**src/rtl/sqrt2.sv**
```systemverilog
// Pipelined integer square root: Out = floor(sqrt(In * 2^14)), an 8.7 fixed-point root.
// One restoring digit-recurrence stage per result bit, 16 cycles from In to Out.
module sqrt2 (
  input  logic        clk,
  input  logic        reset,
  input  logic [14:0] In,
  output logic [14:0] Out
);

  localparam int STAGES = 15;
  localparam int RAD_W  = 30;
  localparam int REM_W  = 18;
  localparam int ROOT_W = 15;

  logic [14:0] in_reg  = '0;
  logic [14:0] out_reg = '0;

  always_ff @(posedge clk) begin
    if (reset) begin
      in_reg <= '0;
    end else begin
      in_reg <= In;
    end
  end

  for (genvar gi = 0; gi < STAGES; gi++) begin : g_stage
    logic [RAD_W-1:0]  rad_reg  = '0;
    logic [REM_W-1:0]  rem_reg  = '0;
    logic [ROOT_W-1:0] root_reg = '0;

    logic [RAD_W-1:0]  rad_in;
    logic [REM_W-1:0]  rem_in;
    logic [ROOT_W-1:0] root_in;

    if (gi == 0) begin : g_first
      // Radicand padded to an even width so bit pairs align from the top.
      assign rad_in  = {1'b0, in_reg, 14'b0};
      assign rem_in  = '0;
      assign root_in = '0;
    end else begin : g_next
      assign rad_in  = g_stage[gi-1].rad_reg;
      assign rem_in  = g_stage[gi-1].rem_reg;
      assign root_in = g_stage[gi-1].root_reg;
    end

    // The remainder never exceeds 2*root, so its top two bits are always zero here.
    logic [REM_W-1:0] rem_shift;
    logic [REM_W-1:0] trial;
    logic             fits;
    assign rem_shift = {rem_in[REM_W-3:0], rad_in[RAD_W-1:RAD_W-2]};
    assign trial     = {1'b0, root_in, 2'b01};
    assign fits      = (rem_shift >= trial);

    logic unused_stage;
    assign unused_stage = ^{rem_in[REM_W-1:REM_W-2], root_in[ROOT_W-1]};

    always_ff @(posedge clk) begin
      if (reset) begin
        rad_reg  <= '0;
        rem_reg  <= '0;
        root_reg <= '0;
      end else begin
        rad_reg  <= {rad_in[RAD_W-3:0], 2'b00};
        rem_reg  <= fits ? (rem_shift - trial) : rem_shift;
        root_reg <= {root_in[ROOT_W-2:0], fits};
      end
    end
  end

  // Dedicated output register after the last digit stage sets the 16-cycle latency.
  always_ff @(posedge clk) begin
    if (reset) begin
      out_reg <= '0;
    end else begin
      out_reg <= g_stage[STAGES-1].root_reg;
    end
  end

  assign Out = out_reg;

  logic unused_tail;
  assign unused_tail = ^{g_stage[STAGES-1].rad_reg, g_stage[STAGES-1].rem_reg};

endmodule

```
**config.mk**
```make
export PLATFORM = sky130hd
export DESIGN_NAME = sqrt2
export DESIGN_NICKNAME = d
export VERILOG_FILES = /design/src/rtl/sqrt2.sv
export SDC_FILE = /design/constraint.sdc
export NUM_CORES = 1
export LEC_CHECK = 0
export CAP_MARGIN = 20
export CORE_AREA = 2 2 252 180
export CTS_CLUSTER_DIAMETER = 100
export DETAILED_ROUTE_END_ITERATION = 8
export DIE_AREA = 0 0 254 182
export PLACE_DENSITY = 0.59
export RECOVER_POWER = 25
export SYNTH_ARGS = -nofsm -noshare
export SYNTH_HDL_FRONTEND = slang
export SYNTH_SLANG_ARGS = --single-unit
```
**constraint.sdc**
```tcl
create_clock -name clk -period 3.5 [get_ports clk]
set_clock_uncertainty 0.15 [all_clocks]
set_input_delay 0.7 -clock clk [delete_from_list [all_inputs] [get_ports clk]]
set_output_delay 0.7 -clock clk [all_outputs]
set_load 0.03 [all_outputs]
```
# Yosys cells after proc, flatten, opt, wreduce, memory -nomap -nowiden
# Index checks and enable logic that the tools add are counted.
[classes]
add_sub_neg = 14
multipliers = 0
n_div = 0
order_cmp = 15
eq_ne = 0
n_shift = 0
muxes = 14
bitwise = 1
n_reduce_logical = 1
[op_table]
columns = ["op", "n"]
rows = [
  [">= comparator 18 x 17 -> 1 bit", 13],
  ["two-way mux 16 bit", 13],
  ["subtractor 16 bit", 12],
  [">= comparator 18 x 3 -> 1 bit", 1],
  ["subtractor 4 x 4 -> 5 bit", 1],
  ["OR reduction 2 bit", 1],
  ["subtractor 1 x 1 -> 2 bit (second input constant)", 1],
  [">= comparator 1 bit (second input constant)", 1],
  ["two-way mux 1 bit", 1],
  ["NOT 1 bit", 1],
]
[word_totals]
reg_bits = 869
latch_bits = 0
ramBits = 0
rom_bits = 0
in_bits = 17
output_inout_bits = 15
elab_cells = 104
mem_count = 0

# Longest topological paths before layout
# Gate-level depths: netlist of run 1.
[logic_depth]
ltp_word = 3
ltp_mapped = 12
ltp_nobuf = 11

# Least setup slack after synthesis of run 1
# OpenSTA, ideal clock, no wires.
[synth_timing]
path_type = "register to register"
from = "register g_stage[11].rem_reg[0]"
to = "register g_stage[12].rem_reg[6]"
setup_time_ns = 0.128
arrival_ns = 2.422
t_required_ns = 3.222
slack_ns = 0.801
path_stages_with_launch = 12
path_buffers = 1
synth_period_minus_slack_ns = 2.699
cell_sequence = "dfxtp_1 -> ha_1 -> inv_1 -> fa_1 -> nor2b_1 -> o31a_1 -> o41a_1 -> a2111oi_4 -> nor2_2 -> buf_4 -> mux2i_1 -> nor2_1"
[synth_between]
elab_chain_len = 2
elab_cells_between_ends = 3
cone_classes = "add/sub: 1; order compare: 1; mux: 1"
[synth_lines]
columns = ["item", "line", "rtl"]
rows = [
  ["start: declaration", "28", "logic [REM_W-1:0] rem_reg = '0;"],
  ["start signal: assignment", "64", "rem_reg <= fits ? (rem_shift - trial) : rem_shift;"],
  ["subtractor 16 bit or >= comparator 18 x 17 -> 1 bit (tied branches)", "64, 52", ""],
  ["two-way mux 16 bit *", "64", ""],
  ["end signal: assignment", "64", ""],
  ["end: declaration", "28", ""],
]
# Mark *: on every way between the ends. The rest lies on a longest branch, timed or not.
# A chain may end at the register's enable or synchronous reset.

# Worst setup path in the final report of run 1
[layout_timing]
from = "register g_stage[10].rem_reg[0]"
to = "register g_stage[11].rem_reg[15]"
[layout_between]
elab_chain_len = 2
elab_cells_between_ends = 3
cone_classes = "add/sub: 1; order compare: 1; mux: 1"
[layout_lines]
columns = ["item", "line"]
rows = [
  ["start: declaration", "28"],
  ["start signal: assignment", "64"],
  ["subtractor 16 bit or >= comparator 18 x 17 -> 1 bit (tied branches)", "64, 52"],
  ["two-way mux 16 bit *", "64"],
]
# Marks and branches as above.

==> metrics.txt, run 1 <==
first-pass GRT wire length=58.51 mm; GR peak layer=met1; via count=between 10,000 and 15,000; setup TNS=0 ns; final hold slack=approximately 0.28 ns; Worst-path clk slew=about 0.070 ns; crit-path leading delay family=compound AO/OA/AOI/OAI gates; Critical Path Start Type=flop; Commonest cells post-synth=dfxtp_1 (397), nor2_1 (339), inv_1 (149), ha_1 (119), nor2b_1 (113); clock tree sinks=about 400; CP Buf/Inv Count=1; die span in x=around 250 um; chip height=approximately 180 um; post_cts resized=0; CTS H-tree depth=2; gpl congestion=roughly 0.82; worst reg-to-reg path cell count=10; final-stage net count=between 2,000 and 2,500; grt met3 use=0.03039; Final ANT Viol Nets=0; Final min period=~3.1 ns; Post-CTS Setup Bufs=0; # diodes=0; initial core utilization=0.3926; Max-Cap Viols=2; most area-consuming cells after synthesis=dfxtp_1 (46%), ha_1 (8.6%), nor2_1 (7.4%), nor2b_1 (4.1%), xnor2_1 (3.7%); vias in the first global route=11,950; Levels on crit path=10; Post-synth EDFFs=0; crit path max fanout=13; FF+latch area=between 0.007 and 0.008 mm^2; root buf cell=clkbuf_16; Slew Viols, Final=84; reg2reg end=g_stage[11].rem_reg[15]; synthesis-stage register bit count=around 400; final setup fails=0; largest net degree at the start of global routing=~110; P per Cell Area=roughly 940 mW/mm^2; failing checks=max-capacitance violations, max-slew violations; Mapped Cells=1,918; total grt overflow=0; Largest register FFs=176; crit path kind=reg -> reg; latest clock arrival within the worst-skew pair=around 0.54 ns; row count=65; max incr delay on CP=0.39 ns; r2r startpoint=g_stage[10].rem_reg[0]; Post-Synthesis Cell Area=~0.017 mm^2; I/O Buffers=31; Avg Vias per Cell=4.820; Tcrit/Tclk final=0.8864; critical path capture point=g_stage[11].rem_reg[15]; Cell variety after synth=71; Top FF cell, synth=dfxtp_1; CP Cell Sequence=ha_1, inv_1, fa_1, nand2b_1, a21o_1, a21oi_1, o211ai_1, and3_1, a211oi_1, mux2_2; synthesized area per cell=~9 um^2; area of the core=between 0.04 and 0.05 mm^2; Residual DRC=0; routing usage on met1=0.2303; Final WS setup=~0.40 ns; TritonCTS buffer count=40; M2 GR Usage=0.2201; Synth-to-Final Area Change=13.53%; pre-CTS setup slack=0.4130 ns; DR WL/cell=around 13 um; slew margin rel.=-0.4182; sequential fraction of the synthesis area=0.4593; Warnings, synthesis=0; Multi-input gate area=~0.0086 mm^2; most instantiated library cell after synthesis=dfxtp_1; final hold vios=0; CP required=around 3.8 ns; Critical Path AT=around 3.4 ns; Hold Crit Class=reg -> reg; Die ar.=0.04623 mm^2; I/O pin count=32; Worst setup EP type=flop; worst slew pin tran=2.127 ns; RSZ-0062 raised after global routing=false; Tot Pwr=18,560 uW; Max Fclk=around 0.32 GHz; area share of the largest cell type after synthesis=0.4593; status=finished with violations; final WL=34.71 mm; ys async rst share=0; syn nets=2,060; initial antenna violation count=0; worst ir drop on vdd=0.0004704 V; r2r setup slk=approximately 0.40 ns; Tot GR Track Use=0.1519; layout cell share with drive strength beyond 1=0.05316; hpwl dp=~25 mm; Initial DRC Count=around 790; Critical path origin=g_stage[10].rem_reg[0]; worst hold path depth=1; CTS tree=yes; leakage=0.007988 uW; CP max-delay cell=dfxtp_1; Post-CTS Hold Fix Bufs=0; area leader, netlist=dfxtp_1; FILL cells=approximately 4,300; Clock Path Buffers=3; drt pass-1 iters=5
-- where the power goes --
| group | total [uW] | switching [uW] | leakage (uW) | internal, uW |
|---|---|---|---|---|
| Sequential | 6070 | 638 | 0.00327 | 5430 |
| Combinational | 7950 | 4420 | 0.00404 | 3530 |
| Clock | 4550 | 1820 | 0.000688 | 2720 |
| Total | 18600 | 6880 | 0.00799 | 11700 |
-- worst min-delay path by stage --
stage	to	startpoint	slack (ns)
finish	g_stage[5].rad_reg[28]	g_stage[4].rad_reg[26]	0.28
global placement	g_stage[5].rad_reg[27]	g_stage[4].rad_reg[25]	0.27
floorplan	g_stage[13].root_reg[5]	g_stage[12].root_reg[4]	0.26
global route	g_stage[5].rad_reg[29]	g_stage[4].rad_reg[27]	0.30
CTS	g_stage[1].rad_reg[24]	g_stage[0].rad_reg[22]	0.29
detailed placement	g_stage[2].rad_reg[29]	g_stage[1].rad_reg[27]	0.27
-- logic make-up after synthesis --
kind of cell / after synthesis / synth area share
simple gates: 720 / 0.1993
flops: 397 / 0.4593
compound gates: 313 / 0.1194
buf+inv: 205 / 0.04555
fa+ha+maj: 125 / 0.09298
xor+xnor: 106 / 0.05365
mux: 51 / 0.02964
other cells: 1 / 0.0002167
-- cells in the final DEF, fill, tap and decap left out, drive strengths merged, types with 31 or more instances in the layout --
master    n
clkbuf   54
nor2    340
a21oi    98
inv     150
dfxtp   397
xnor2    74
nor3     57
o21ai    56
xor2     32
nor2b   113
mux2i    49
a211oi   31
ha      119
nand2    80
-- worst register-to-register path, delay by kind of cell, from the launching register on --
kind	cells	cell delay (ns)
AND/OR/NAND/NOR	2	0.57
flip-flops	1	0.39
adder cells (fa/ha/maj)	2	0.61
multiplexers	1	0.36
buffers and inverters	1	0.07
AO/OA/AOI/OAI	4	0.85
-- layer usage --
| metal | wire length [um] | part of all wire | vias to the layer above |
|---|---|---|---|
| li1 | - | - | 6491 |
| met1 | 18710 | 0.54 | 5672 |
| met2 | 13700 | 0.39 | 219 |
| met3 | 1798 | 0.052 | 44 |
| met4 | 501 | 0.014 | 0 |
| met5 | 0 | 0 | - |
-- through the flow --
step,util,instances,area [um^2]
floorplan,-,1918,17310
global placement,0.4136,2505,18230
detailed placement,0.4136,2505,18230
CTS,0.4459,2578,19650
global route,0.4457,2578,19650
finish,0.4457,2578,19650
-- cell type report --
class | instances | area share
tap | 603 | 0.03840
timing repair buffer | 40 | 0.01974
clock buffer | 52 | 0.05687
inverter | 149 | 0.02847
sequential | 397 | 0.4045
multi-input combinational | 1316 | 0.4364
clock inverter | 21 | 0.01554
No activity file was read; power rests on OpenSTA's default activity.
==> inputs of run 2 (changes only) <==
- CTS_CLUSTER_SIZE: unset -> 8
==> metrics.txt, run 2 (synthesized netlist as in run 1, its figures left out) <==
status=finished with violations (unchanged); failing checks=max-capacitance violations, max-slew violations (unchanged); Tot GR Track Use=0.1534 (was 0.1519); Final WS setup=0.3978 ns (was 0.3975 ns); I/O Buffers=31 (unchanged); # diodes=0 (unchanged); most common cell after layout, fill and taps aside=dfxtp_1 (unchanged); Die ar.=0.04623 mm^2 (unchanged); Residual DRC=0 (unchanged); Critical path origin=g_stage[10].rem_reg[0] (unchanged); CP Buf/Inv Count=1 (unchanged); largest net degree at the start of global routing=107 (unchanged); chip height=182 um (unchanged); CP required=3.83 ns (was 3.78 ns); Final ANT Viol Nets=0 (unchanged); row count=65 (unchanged); Tcrit/Tclk final=0.8863 (was 0.8864); CTS tree=yes (unchanged); Max Fclk=0.3224 GHz (was 0.3223 GHz); P per Cell Area=946.7 mW/mm^2 (was 944.8 mW/mm^2); crit path max fanout=13 (unchanged); first-pass GRT wire length=58.93 mm (was 58.51 mm); launch point of the worst hold path=g_stage[7].root_reg[4] (was g_stage[4].rad_reg[26]); I/O pin count=32 (unchanged); Initial DRC Count=832 (was 786); Hold Crit Class=reg -> reg (unchanged); initial antenna violation count=0 (unchanged); pre-CTS setup slack=0.4130 ns (unchanged); Post-CTS Hold Fix Bufs=0 (unchanged); max incr delay on CP=0.39 ns (about the same); leakage=0.008010 uW (was 0.007988 uW); worst slew pin tran=2.080 ns (was 2.127 ns); Worst-path clk slew=0.06 ns (was 0.07 ns); post_cts resized=0 (unchanged); Avg Vias per Cell=4.854 (was 4.820); layout cell share with drive strength beyond 1=0.04946 (was 0.05316); Critical Path AT=3.43 ns (was 3.39 ns); Critical Path Start Type=flop (unchanged); final WL=34.97 mm (was 34.71 mm); Post-CTS Setup Bufs=0 (unchanged); die span in x=254 um (unchanged); final hold vios=0 (unchanged); root buf cell=clkbuf_16 (unchanged); Slew Viols, Final=84 (unchanged); final-stage net count=2,101 (was 2,086); vias in the first global route=12,030 (was 11,950); setup TNS=0 ns (unchanged); latest clock arrival within the worst-skew pair=0.58 ns (was 0.54 ns); hpwl dp=25.19 mm (unchanged); Final min period=3.102 ns (was 3.103 ns); crit-path leading delay family=compound AO/OA/AOI/OAI gates (unchanged); commonest non-fill, non-tap cells in the layout=dfxtp_1 (397), nor2_1 (339), inv_1 (149) (unchanged); Max-Cap Viols=2 (unchanged); initial core utilization=0.3926 (unchanged); CTS H-tree depth=2 (unchanged); final instance area=0.01967 mm^2 (was 0.01965 mm^2); Tot Pwr=18,620 uW (was 18,560 uW); drt pass-1 iters=5 (unchanged); Synth-to-Final Area Change=13.69% (was 13.53%); FILL cells=4,322 (was 4,323); DR WL/cell=13.64 um (was 13.46 um); clock tree sinks=397 (unchanged); TritonCTS buffer count=55 (was 40); Largest register FFs=176 (unchanged); total grt overflow=0 (unchanged); final setup fails=0 (unchanged); final hold slack=0.2638 ns (was 0.2840 ns); r2r startpoint=g_stage[10].rem_reg[0] (unchanged); Worst setup EP type=flop (unchanged); via count=12,450 (was 12,430); crit path kind=reg -> reg (unchanged); area of the core=0.04408 mm^2 (unchanged); slew margin rel.=-0.3866 (was -0.4182); Placed Area=0.01823 mm^2 (unchanged); gpl congestion=0.8163 (unchanged); CP max-delay cell=dfxtp_1 (unchanged); worst ir drop on vdd=0.0004685 V (was 0.0004704 V); RSZ-0062 raised after global routing=false (unchanged); CP Cell Sequence=ha_1, inv_1, fa_1, nand2b_1, a21o_1, a21oi_1, o211ai_1, and3_1, a211oi_1, mux2_2 (unchanged); Clock Path Buffers=3 (unchanged)
==> run 2: report_power, final <==
part           switching, uW  leakage (uW)  internal (uW)
sequential               634       0.00327           5440
clock                   1840      0.000709           2750
combinational           4420       0.00404           3530
total                   6900       0.00801          11700
==> run 2: worst register-to-register path, cell delays in order (launching register included) <==
cell and delay, ns:
dfxtp_1 0.39, ha_1 0.22, inv_1 0.07, fa_1 0.38, nand2b_1 0.19, a21o_1 0.20, a21oi_1 0.18, o211ai_1 0.17
and3_1 0.38, a211oi_1 0.31, mux2_2 0.36
==> run 2: cell type report <==
class                   instances  area, um^2  area share
multi-input cells            1316        8574      0.4358
flip-flops and latches        397        7948      0.4040
clock buffers                  55        1376     0.06996
well taps                     603       754.5     0.03835
inverters                     149       559.3     0.02843
repair buffers                 40       387.9     0.01972
clock inverters                 4       73.82    0.003752
==> run 2: metrics by stage <==
stage | util | std cells
after floorplan | - | 1918
after global placement | 0.4136 | 2505
after detailed placement | 0.4136 | 2505
after CTS | 0.4465 | 2564
after global routing | 0.4463 | 2564
final | 0.4463 | 2564
==> run 2: path summary, 6_finish.rpt <==
path / to / slack [ns] / depth (start not counted)
max: g_stage[11].rem_reg[15] / 0.40 / 10
min: g_stage[8].root_reg[5] / 0.26 / 2
max reg2reg: g_stage[11].rem_reg[15] / 0.40 / 10
min reg2reg: g_stage[8].root_reg[5] / 0.26 / 2
==> run 2: per-layer routing <==
metal | global-route usage | vias up | wire length [um]
met5 | 0 | - | 0
met4 | 0.03882 | 0 | 608
met3 | 0.02982 | 55 | 1990
met2 | 0.2203 | 266 | 13790
met1 | 0.2323 | 5621 | 18580
li1 | - | 6504 | -
==> inputs of run 3 (changes only) <==
- CTS_CLUSTER_DIAMETER: 100 -> 200
==> results of run 3 <==
Same layout as run 2: the final DEF is identical, and so are final timing and power.
